**src/rtl/stopwatch_pkg.sv**
```systemverilog
// Shared definitions for the stopwatch timer datapath: FSM states,
// default widths and the legacy fixed-speed divisors.
package stopwatch_pkg;

  localparam int unsigned DIV_W_DEF  = 16;
  localparam int unsigned TCNT_W_DEF = 8;

  localparam int unsigned DIV_1X  = 1;
  localparam int unsigned DIV_4X  = 4;
  localparam int unsigned DIV_20X = 20;

  typedef enum logic [1:0] {
    ST_IDLE,
    ST_RUN,
    ST_STEP
  } sw_state_t;

endpackage

```
**src/rtl/tick_phase_cnt.sv**
```systemverilog
// Phase counter for the tick generator: counts 0..limit-1 while enabled,
// holds while disabled, and can restart from zero on clr.
module tick_phase_cnt
  import stopwatch_pkg::*;
#(
  parameter int unsigned DIV_W = DIV_W_DEF
) (
  input  logic             clk,
  input  logic             rstn,
  input  logic             en,
  input  logic             clr,
  input  logic [DIV_W-1:0] limit,
  output logic             wrap,
  output logic [DIV_W-1:0] phase
);

  localparam logic [DIV_W-1:0] ONE = DIV_W'(1);

  logic [DIV_W-1:0] base;

  // clr together with en restarts the period: this edge counts from zero
  always_comb begin
    base = clr ? '0 : phase;
    wrap = en && (base == (limit - ONE));
  end

  always_ff @(posedge clk or negedge rstn) begin
    if (!rstn) begin
      phase <= '0;
    end else if (en) begin
      phase <= wrap ? '0 : base + ONE;
    end else begin
      phase <= base;
    end
  end

endmodule

```
**src/rtl/tick_rate_gen.sv**
```systemverilog
// Programmable tick-enable generator with pause, single-step, deferred
// glitch-free divisor apply and a free-running tick count.
module tick_rate_gen
  import stopwatch_pkg::*;
#(
  parameter int unsigned DIV_W       = DIV_W_DEF,
  parameter int unsigned DEFAULT_DIV = DIV_1X,
  parameter int unsigned TCNT_W      = TCNT_W_DEF
) (
  input  logic              clk,
  input  logic              rstn,
  input  logic              run,
  input  logic              step,
  input  logic              sync_clr,
  input  logic [DIV_W-1:0]  div_val,
  input  logic              div_load,
  output logic              tick,
  output logic [TCNT_W-1:0] tick_count,
  output logic [DIV_W-1:0]  div_active,
  output logic              load_pending,
  output logic              load_err,
  output logic              running
);

  localparam logic [DIV_W-1:0] DEF_DIV = DIV_W'(DEFAULT_DIV);

  sw_state_t        state, state_nxt;
  logic [DIV_W-1:0] shadow;
  logic [DIV_W-1:0] limit;
  logic [DIV_W-1:0] phase;
  logic             in_idle, idle_apply, cnt_en, phase_clr, wrap;
  logic             step_go, tick_nxt, apply, load_ok;

  // A pending divisor applied in IDLE starts a fresh period with the new
  // limit on that same edge, so a coincident run edge already counts with it.
  always_comb begin
    in_idle    = (state == ST_IDLE);
    idle_apply = in_idle && load_pending;
    cnt_en     = run && !sync_clr;
    phase_clr  = sync_clr || idle_apply;
    limit      = idle_apply ? shadow : div_active;
    step_go    = in_idle && step && !run;
    tick_nxt   = !sync_clr && (wrap || step_go);
    apply      = load_pending && (sync_clr || in_idle || wrap);
    load_ok    = div_load && (div_val != '0);
  end

  always_comb begin
    state_nxt = state;
    unique case (state)
      ST_IDLE: begin
        if (run)       state_nxt = ST_RUN;
        else if (step) state_nxt = ST_STEP;
      end
      ST_RUN:  if (!run) state_nxt = ST_IDLE;
      ST_STEP: state_nxt = ST_IDLE;
      default: state_nxt = ST_IDLE;
    endcase
  end

  tick_phase_cnt #(
    .DIV_W(DIV_W)
  ) u_phase (
    .clk   (clk),
    .rstn  (rstn),
    .en    (cnt_en),
    .clr   (phase_clr),
    .limit (limit),
    .wrap  (wrap),
    .phase (phase)
  );

  always_ff @(posedge clk or negedge rstn) begin
    if (!rstn) begin
      state        <= ST_IDLE;
      running      <= 1'b0;
      tick         <= 1'b0;
      tick_count   <= '0;
      div_active   <= DEF_DIV;
      shadow       <= DEF_DIV;
      load_pending <= 1'b0;
      load_err     <= 1'b0;
    end else begin
      state   <= state_nxt;
      running <= (state_nxt == ST_RUN);
      tick    <= tick_nxt;
      if (sync_clr)      tick_count <= '0;
      else if (tick_nxt) tick_count <= tick_count + TCNT_W'(1);
      if (apply) begin
        div_active   <= shadow;
        load_pending <= 1'b0;
      end
      // a new request on an apply edge queues behind the one being applied
      if (load_ok) begin
        shadow       <= div_val;
        load_pending <= 1'b1;
      end
      load_err <= div_load && (div_val == '0);
    end
  end

  a_phase_in_range: assert property (@(posedge clk) disable iff (!rstn) phase < div_active);

endmodule

```
**config.mk**
```make
export PLATFORM = sky130hd
export DESIGN_NAME = tick_rate_gen
export DESIGN_NICKNAME = d
export VERILOG_FILES = /design/src/rtl/stopwatch_pkg.sv /design/src/rtl/tick_phase_cnt.sv /design/src/rtl/tick_rate_gen.sv
export SDC_FILE = /design/constraint.sdc
export NUM_CORES = 1
export LEC_CHECK = 0
export CORE_MARGIN = 10
export CORE_UTILIZATION = 60
export DETAILED_ROUTE_END_ITERATION = 10
export HOLD_SLACK_MARGIN = 0.08
export PLACE_DENSITY = 0.95
export SKIP_LAST_GASP = 1
export SLEW_MARGIN = 20
export SYNTH_ARGS = -nofsm -noshare
export SYNTH_HDL_FRONTEND = slang
export SYNTH_SLANG_ARGS = --single-unit
```
**constraint.sdc**
```tcl
create_clock -name clk -period 7.2 [get_ports clk]
set_input_delay 1.44 -clock clk [delete_from_list [all_inputs] [get_ports clk]]
set_output_delay 1.44 -clock clk [all_outputs]
set_load 0.01 [all_outputs]
```
# After elaboration in Yosys (flattened, before gate mapping)
# Cells that the tools add are included.
# W data, S select, Z words.
[totals] latch_bits=0 ff_bits=62 output_inout_bits=28 inputBits=22 rom_bits=0 memories=0 ramBits=0
[op_classes] shifts=0 order_cmp=0 eq_ne=3 div=0 mux=12 multipliers=0 n_reduce_logical=20 bitwise=0 n_addsub=3
[ops] cell="$mux W16" count=4
[ops] cell="$add A16 B1 Y16 const B" count=1
[ops] cell="$eq A16 B16 Y1" count=1
[ops] cell="$logic_not A16 Y1" count=1
[ops] cell="$mux W8" count=2
[ops] cell="$reduce_bool A16 Y1" count=1
[ops] cell="$sub A16 B1 Y16 const B" count=1
[ops] cell="$logic_and A1 B1 Y1" count=9
[ops] cell="$add A8 B1 Y8 const B" count=1
[ops] cell="$mux W2" count=3
[ops] cell="$eq A2 B1 Y1 const B" count=2
[ops] cell="$logic_or A1 B1 Y1" count=4
[ops] cell="$pmux W2 S2" count=1
[ops] cell="$reduce_bool A2 Y1" count=2
[ops] cell="$logic_not A1 Y1" count=2
[ops] cell="$logic_not A2 Y1" count=1
[ops] cell="$mux W1" count=2

# Depth between registers and ports, before layout
[logic_depth] depth_word=10 mapped_depth=17 depth_no_buf=12

# Modules after synthesis
# A second synthesis with hierarchy kept.
[hier_totals] cells_unflattened=345 hier_area_um2=3697.3
[by_module_without_submodules] module="tick_rate_gen" area_each_um2=2100.8 cells_per_inst=151 seq_area_each_um2=1153.6 n_inst=1
[by_module_without_submodules] module="tick_phase_cnt" area_each_um2=1596.5 cells_per_inst=194 seq_area_each_um2=400.4 n_inst=1

# Worst setup path after synthesis
# No wires, ideal clock.
[synth_path] path_type="reg2reg" startpoint="register load_pending" endpoint="register tick_count[6]" arrival_time_ns=3.973 t_required_ns=7.075 path_buffers=3 period_less_slack_ns=4.098 setup_slack_ns=3.102 path_stages_with_launch=16 cell_sequence="dfrtp_1 > or3b_1 > buf_2 > buf_6 > buf_2 > mux2i_1 > ha_1 > or4b_1 > nor4_2 > a41o_1 > a211o_1 > nand4_1 > a2111oi_2 > nand3_1 > a211oi_1 > mux2_2"
[synth_via] elab_chain_cells=8 word_cells_on_any_way=10 cone_classes="add/sub (1); eq/ne (1); mux (2); reduce/logical (6)"
[synth_rtl] item="from (decl)" line="tick_rate_gen.sv:20" source="output logic load_pending,"
[synth_rtl] item="from (signal assigned)" line="tick_rate_gen.sv:81" source="load_pending <= 1'b0;"
[synth_rtl] item="from (signal assigned)" line="tick_rate_gen.sv:91" source="load_pending <= 1'b0;"
[synth_rtl] item="from (signal assigned)" line="tick_rate_gen.sv:96" source="load_pending <= 1'b1;"
[synth_rtl] item="$logic_and A1 B1 Y1 (*)" line="tick_rate_gen.sv:38" source="idle_apply = in_idle && load_pending;"
[synth_rtl] item="$mux W16 / $logic_or A1 B1 Y1 (equally long branches)" line="tick_rate_gen.sv:41, tick_rate_gen.sv:40"
[synth_rtl] item="$sub A16 B1 Y16 / $mux W16 (equally long branches)" line="tick_phase_cnt.sv:24, tick_phase_cnt.sv:23"
[synth_rtl] item="$eq A16 B16 Y1 (*)" line="tick_phase_cnt.sv:24" source="wrap = en && (base == (limit - ONE));"
[synth_rtl] item="$logic_and A1 B1 Y1 (*)" line="tick_phase_cnt.sv:24"
[synth_rtl] item="$logic_or A1 B1 Y1 (*)" line="tick_rate_gen.sv:43" source="tick_nxt = !sync_clr && (wrap || step_go);"
[synth_rtl] item="$logic_and A1 B1 Y1 (*)" line="tick_rate_gen.sv:43"
[synth_rtl] item="$reduce_bool A2 Y1 (no source line) (*)"
[synth_rtl] item="to (signal assigned)" line="tick_rate_gen.sv:88" source="else if (tick_nxt) tick_count <= tick_count + TCNT_W'(1);"
[synth_rtl] item="to (decl)" line="tick_rate_gen.sv:18" source="output logic [TCNT_W-1:0] tick_count,"
# Every way passes the cells marked *; elsewhere a longest branch is shown, timed or not.
# A chain may end at the register's enable or synchronous reset.

# Worst setup path in the final report
[layout_path] startpoint="register load_pending" endpoint="register div_active[3]"
[layout_via] elab_chain_cells=7 word_cells_on_any_way=9 cone_classes="add/sub (1); eq/ne (1); mux (2); reduce/logical (5)"
[layout_rtl] item="$logic_and A1 B1 Y1" line="tick_rate_gen.sv:38"
[layout_rtl] item="$mux W16 / $logic_or A1 B1 Y1 (equally long branches)" line="tick_rate_gen.sv:41, tick_rate_gen.sv:40"
[layout_rtl] item="$sub A16 B1 Y16 / $mux W16 (equally long branches)" line="tick_phase_cnt.sv:24, tick_phase_cnt.sv:23"
[layout_rtl] item="$eq A16 B16 Y1" line="tick_phase_cnt.sv:24"
[layout_rtl] item="$logic_and A1 B1 Y1" line="tick_phase_cnt.sv:24"
[layout_rtl] item="$logic_or A1 B1 Y1" line="tick_rate_gen.sv:44" source="apply = load_pending && (sync_clr || in_idle || wrap);"
[layout_rtl] item="$logic_and A1 B1 Y1 (*)" line="tick_rate_gen.sv:44"
[layout_rtl] item="to (signal assigned)" line="tick_rate_gen.sv:90" source="div_active <= shadow;"
[layout_rtl] item="to (decl)" line="tick_rate_gen.sv:19" source="output logic [DIV_W-1:0] div_active,"
# Marks and branches as above.

==> impl_results.md <==
- CP Max Fanout: 32
- CTS sink count: 62
- Fin cells: 506
- I/O Buffers: between 40 and 50
- Area Overhead vs Synth: 18.55%
- Final period util: between 60 and 70%
- M3 GR Usage: 7.612%
- Fmax achieved: 199.1 MHz
- Fin crit period: 5023 ps
- CP max stage delay: 930 ps
- Combinational power share: between 20 and 25%
- Leakage: 0.001819 µW
- Initial antenna violation count: 0
- Initial core utilization: around 63%
- Ports: 50
- # H-tree levels: 3
- GRT busiest layer: met2
- GRT Overall Usage: between 10% and 20%
- Antenna viol nets, final: 0
- Worst VDD drop: 189.8 µV
- Number of placement rows: 28
- Ratio of cells with drive above 1 in the final layout: 16.01%
- Commonest non-fill, non-tap cell in the layout: dfrtp_1
- Clock Skew: 11.10 ps
- Die X: 99.48 µm
- Via count: 3,084
- Largest net degree at the start of global routing: 63
- Crit path DAT: 5260 ps
- Die footprint: 9895 µm²
- Sw Ratio: 31.85%
- Least-Margin Pin Slew: 1131 ps
- Post-route DRC violation count: 0
- Hold Fails Final Rpt: 0
- 1st-iter DRT viols: 191
- Total core area: 6026 µm²
- Pre-antenna DRT Iters: 5
- Vias in the first global route: 3,142
- Worst setup SP type: register
- Final setup fails: 0
- Final core utilization: 74.56%
- Sequential Power Share: a little over two fifths
- Setup_tns: 0 ps
- Syn Nets: 406
- TritonCTS Buffers: 9
- Worst skew pair latency: 350 ps
- First-pass GRT wire length: 15.85 mm
- Seq/Total Area, Yosys: 41.00%
- Final net count: 451
- Crit. End Element: register
- Clock transition at path regs: 80 ps
- Clock Power Share: 31.9%
- Overflow after GRT: 0
- Antenna Cells: 0
- Wire per inst: 19.18 µm
- Switching power: 314.8 µW
- Max-cap violations: 0
- CP cell instances: or3b_2 > mux2i_1 > ha_1 > or4b_1 > o31ai_1 > a211oi_1 > a31oi_1 > a221oi_1 > and3_1 > o31ai_4 > mux2_2
- Met1 Use GR: 22.26%
- #FFs+latches synth: 62
- CTS tree: built
- Top_reg_cell synth: dfrtp_1
- Commonest non-fill, non-tap cells in the layout: dfrtp_1, clkdlybuf4s50_1, nor2_1, mux2_2
- Routed WL: 9.703 mm
- YS warnings: 0
- Status: completed
- Number of flops mapped to enable cells by yosys: 0
- Kind of critical path: register to register
- RSZ-0062 raised after global routing: no
- Cell variety after synth: 57
- Clk buf depth: 2
- Min-delay worst type: register to register
- GR Util met2: between 30% and 40%
- Slowest-stage cell, CP: o31ai_4
- Routed vias/inst: 6.095
- Die H: 99.48 µm
- Worst EP required: roughly 7400 ps
- Cell area after synthesis: 3790 µm²
- Post-DP HPWL: 6.929 mm
- Hold_buf cts: 0
- Setup bufs post-CTS: 0
- Int Pwr: 673.6 µW
- Syn Area/Cell: 9.947 µm²
- Asr flop ratio synth: 100.0%
- Cell Pwr Density: ~220 nW/µm²
- Post-cts resize count: 0
- Post-Synthesis Cells: 381
- Dpl cells: 490
- Root Buffer: clkbuf_8
- Relative slew margins: 24.63%
- Max-slew violations: 0
- RD Place Congestion: 0.9237
area by class of cell:
cell class | instances | area [µm²]
repair buffers | 52 | 508.0
clock buffers | 9 | 123.9
flip-flops and latches | 62 | 1554
well taps | 75 | 93.84
fillers | 436 | 1533
clock inverters | 7 | 81.33
multi-input cells | 292 | 2098
inverters | 9 | 33.78
kinds of logic after synthesis:
group	count (synthesis)	synth area share [%]
buf+inv	27	3.763
simple gates	157	21.66
xor+xnor	35	8.451
mux	46	14.46
flops	62	41.00
compound gates	51	9.674
fa+ha+maj	3	0.9905
final timing paths:
path	startpoint	slack, ps	end	cells past startpoint
setup / recovery	load_pending$_DFFE_PN0P_	2180	div_active[3]$_DFFE_PN0P_	11
hold / removal	state[1]$_DFF_PN0_	530	running$_DFF_PN0_	1
setup reg to reg	load_pending$_DFFE_PN0P_	2180	div_active[3]$_DFFE_PN0P_	11
hold reg to reg	state[1]$_DFF_PN0_	530	running$_DFF_PN0_	1
max in group asynchronous	rstn	5420	div_active[8]$_DFFE_PN0P_	2
min in group asynchronous	rstn	1240	u_phase.phase[14]$_DFF_PN0_	2
Yosys cell counts, types with 4 or more instances:
cell type | n | area share, %
mux2_2 | 30 | 8.9
nor3_1 | 17 | 2.2
nor4_1 | 8 | 1.3
xnor2_1 | 22 | 5.1
or3_1 | 5 | 0.83
clkbuf_1 | 8 | 0.79
mux2_4 | 10 | 4.0
dfrtp_1 | 60 | 40
mux2i_1 | 6 | 1.6
nand3_1 | 12 | 1.6
nand2_1 | 22 | 2.2
a31oi_1 | 6 | 0.99
nor2b_1 | 18 | 3.0
a21oi_1 | 10 | 1.3
xor2_1 | 12 | 2.8
o21ai_0 | 9 | 1.2
nand4_1 | 11 | 1.8
nand2b_1 | 4 | 0.66
inv_1 | 9 | 0.89
nor2_1 | 41 | 4.1
buf_2 | 6 | 0.79
flip-flops by register name, indices dropped and copies added, names as in the netlist:
signal / count
load_pending: 1
load_err: 1
running: 1
tick_count: 8
shadow: 16
u_phase.phase: 16
tick: 1
state: 2
div_active: 16
power by group through the flow:
stage / logic (µW) / registers, µW / clock network, µW
floorplan: 149 / 429 / 0
global placement: 231 / 437 / 0
detailed placement: 238 / 439 / 0
CTS: 239 / 433 / 319
global route: 260 / 439 / 335
finish: 239 / 434 / 315
worst max-delay path: cells and delay by family (launching register included):
kind / cells / cell delay [ps]
muxes: 2 / 810
DFF: 1 / 450
AOI/OAI and AO/OA: 5 / 1720
adders and majority gates: 1 / 280
and+or+nand+nor: 3 / 1650
metal layers:
layer	wire [µm]	part of all wire (%)
met1	3920	40
met2	5017	52
met3	615	6.3
met4	150	1.5
met5	0	0
stage by stage:
step | setup WS [ps] | hold WS (ps) | cell area, µm² | power (µW)
detailed placement | 1936 | 515.5 | 4288 | 676.8
finish | 2177 | 529.2 | 4493 | 988.4
global route | 1905 | 572.7 | 4493 | 1034
floorplan | 3102 | 460.5 | 3790 | 578.0
global placement | 2134 | 510.4 | 4288 | 668.1
CTS | 2054 | 526.3 | 4493 | 991.1
(Power assumes the default switching activity.)
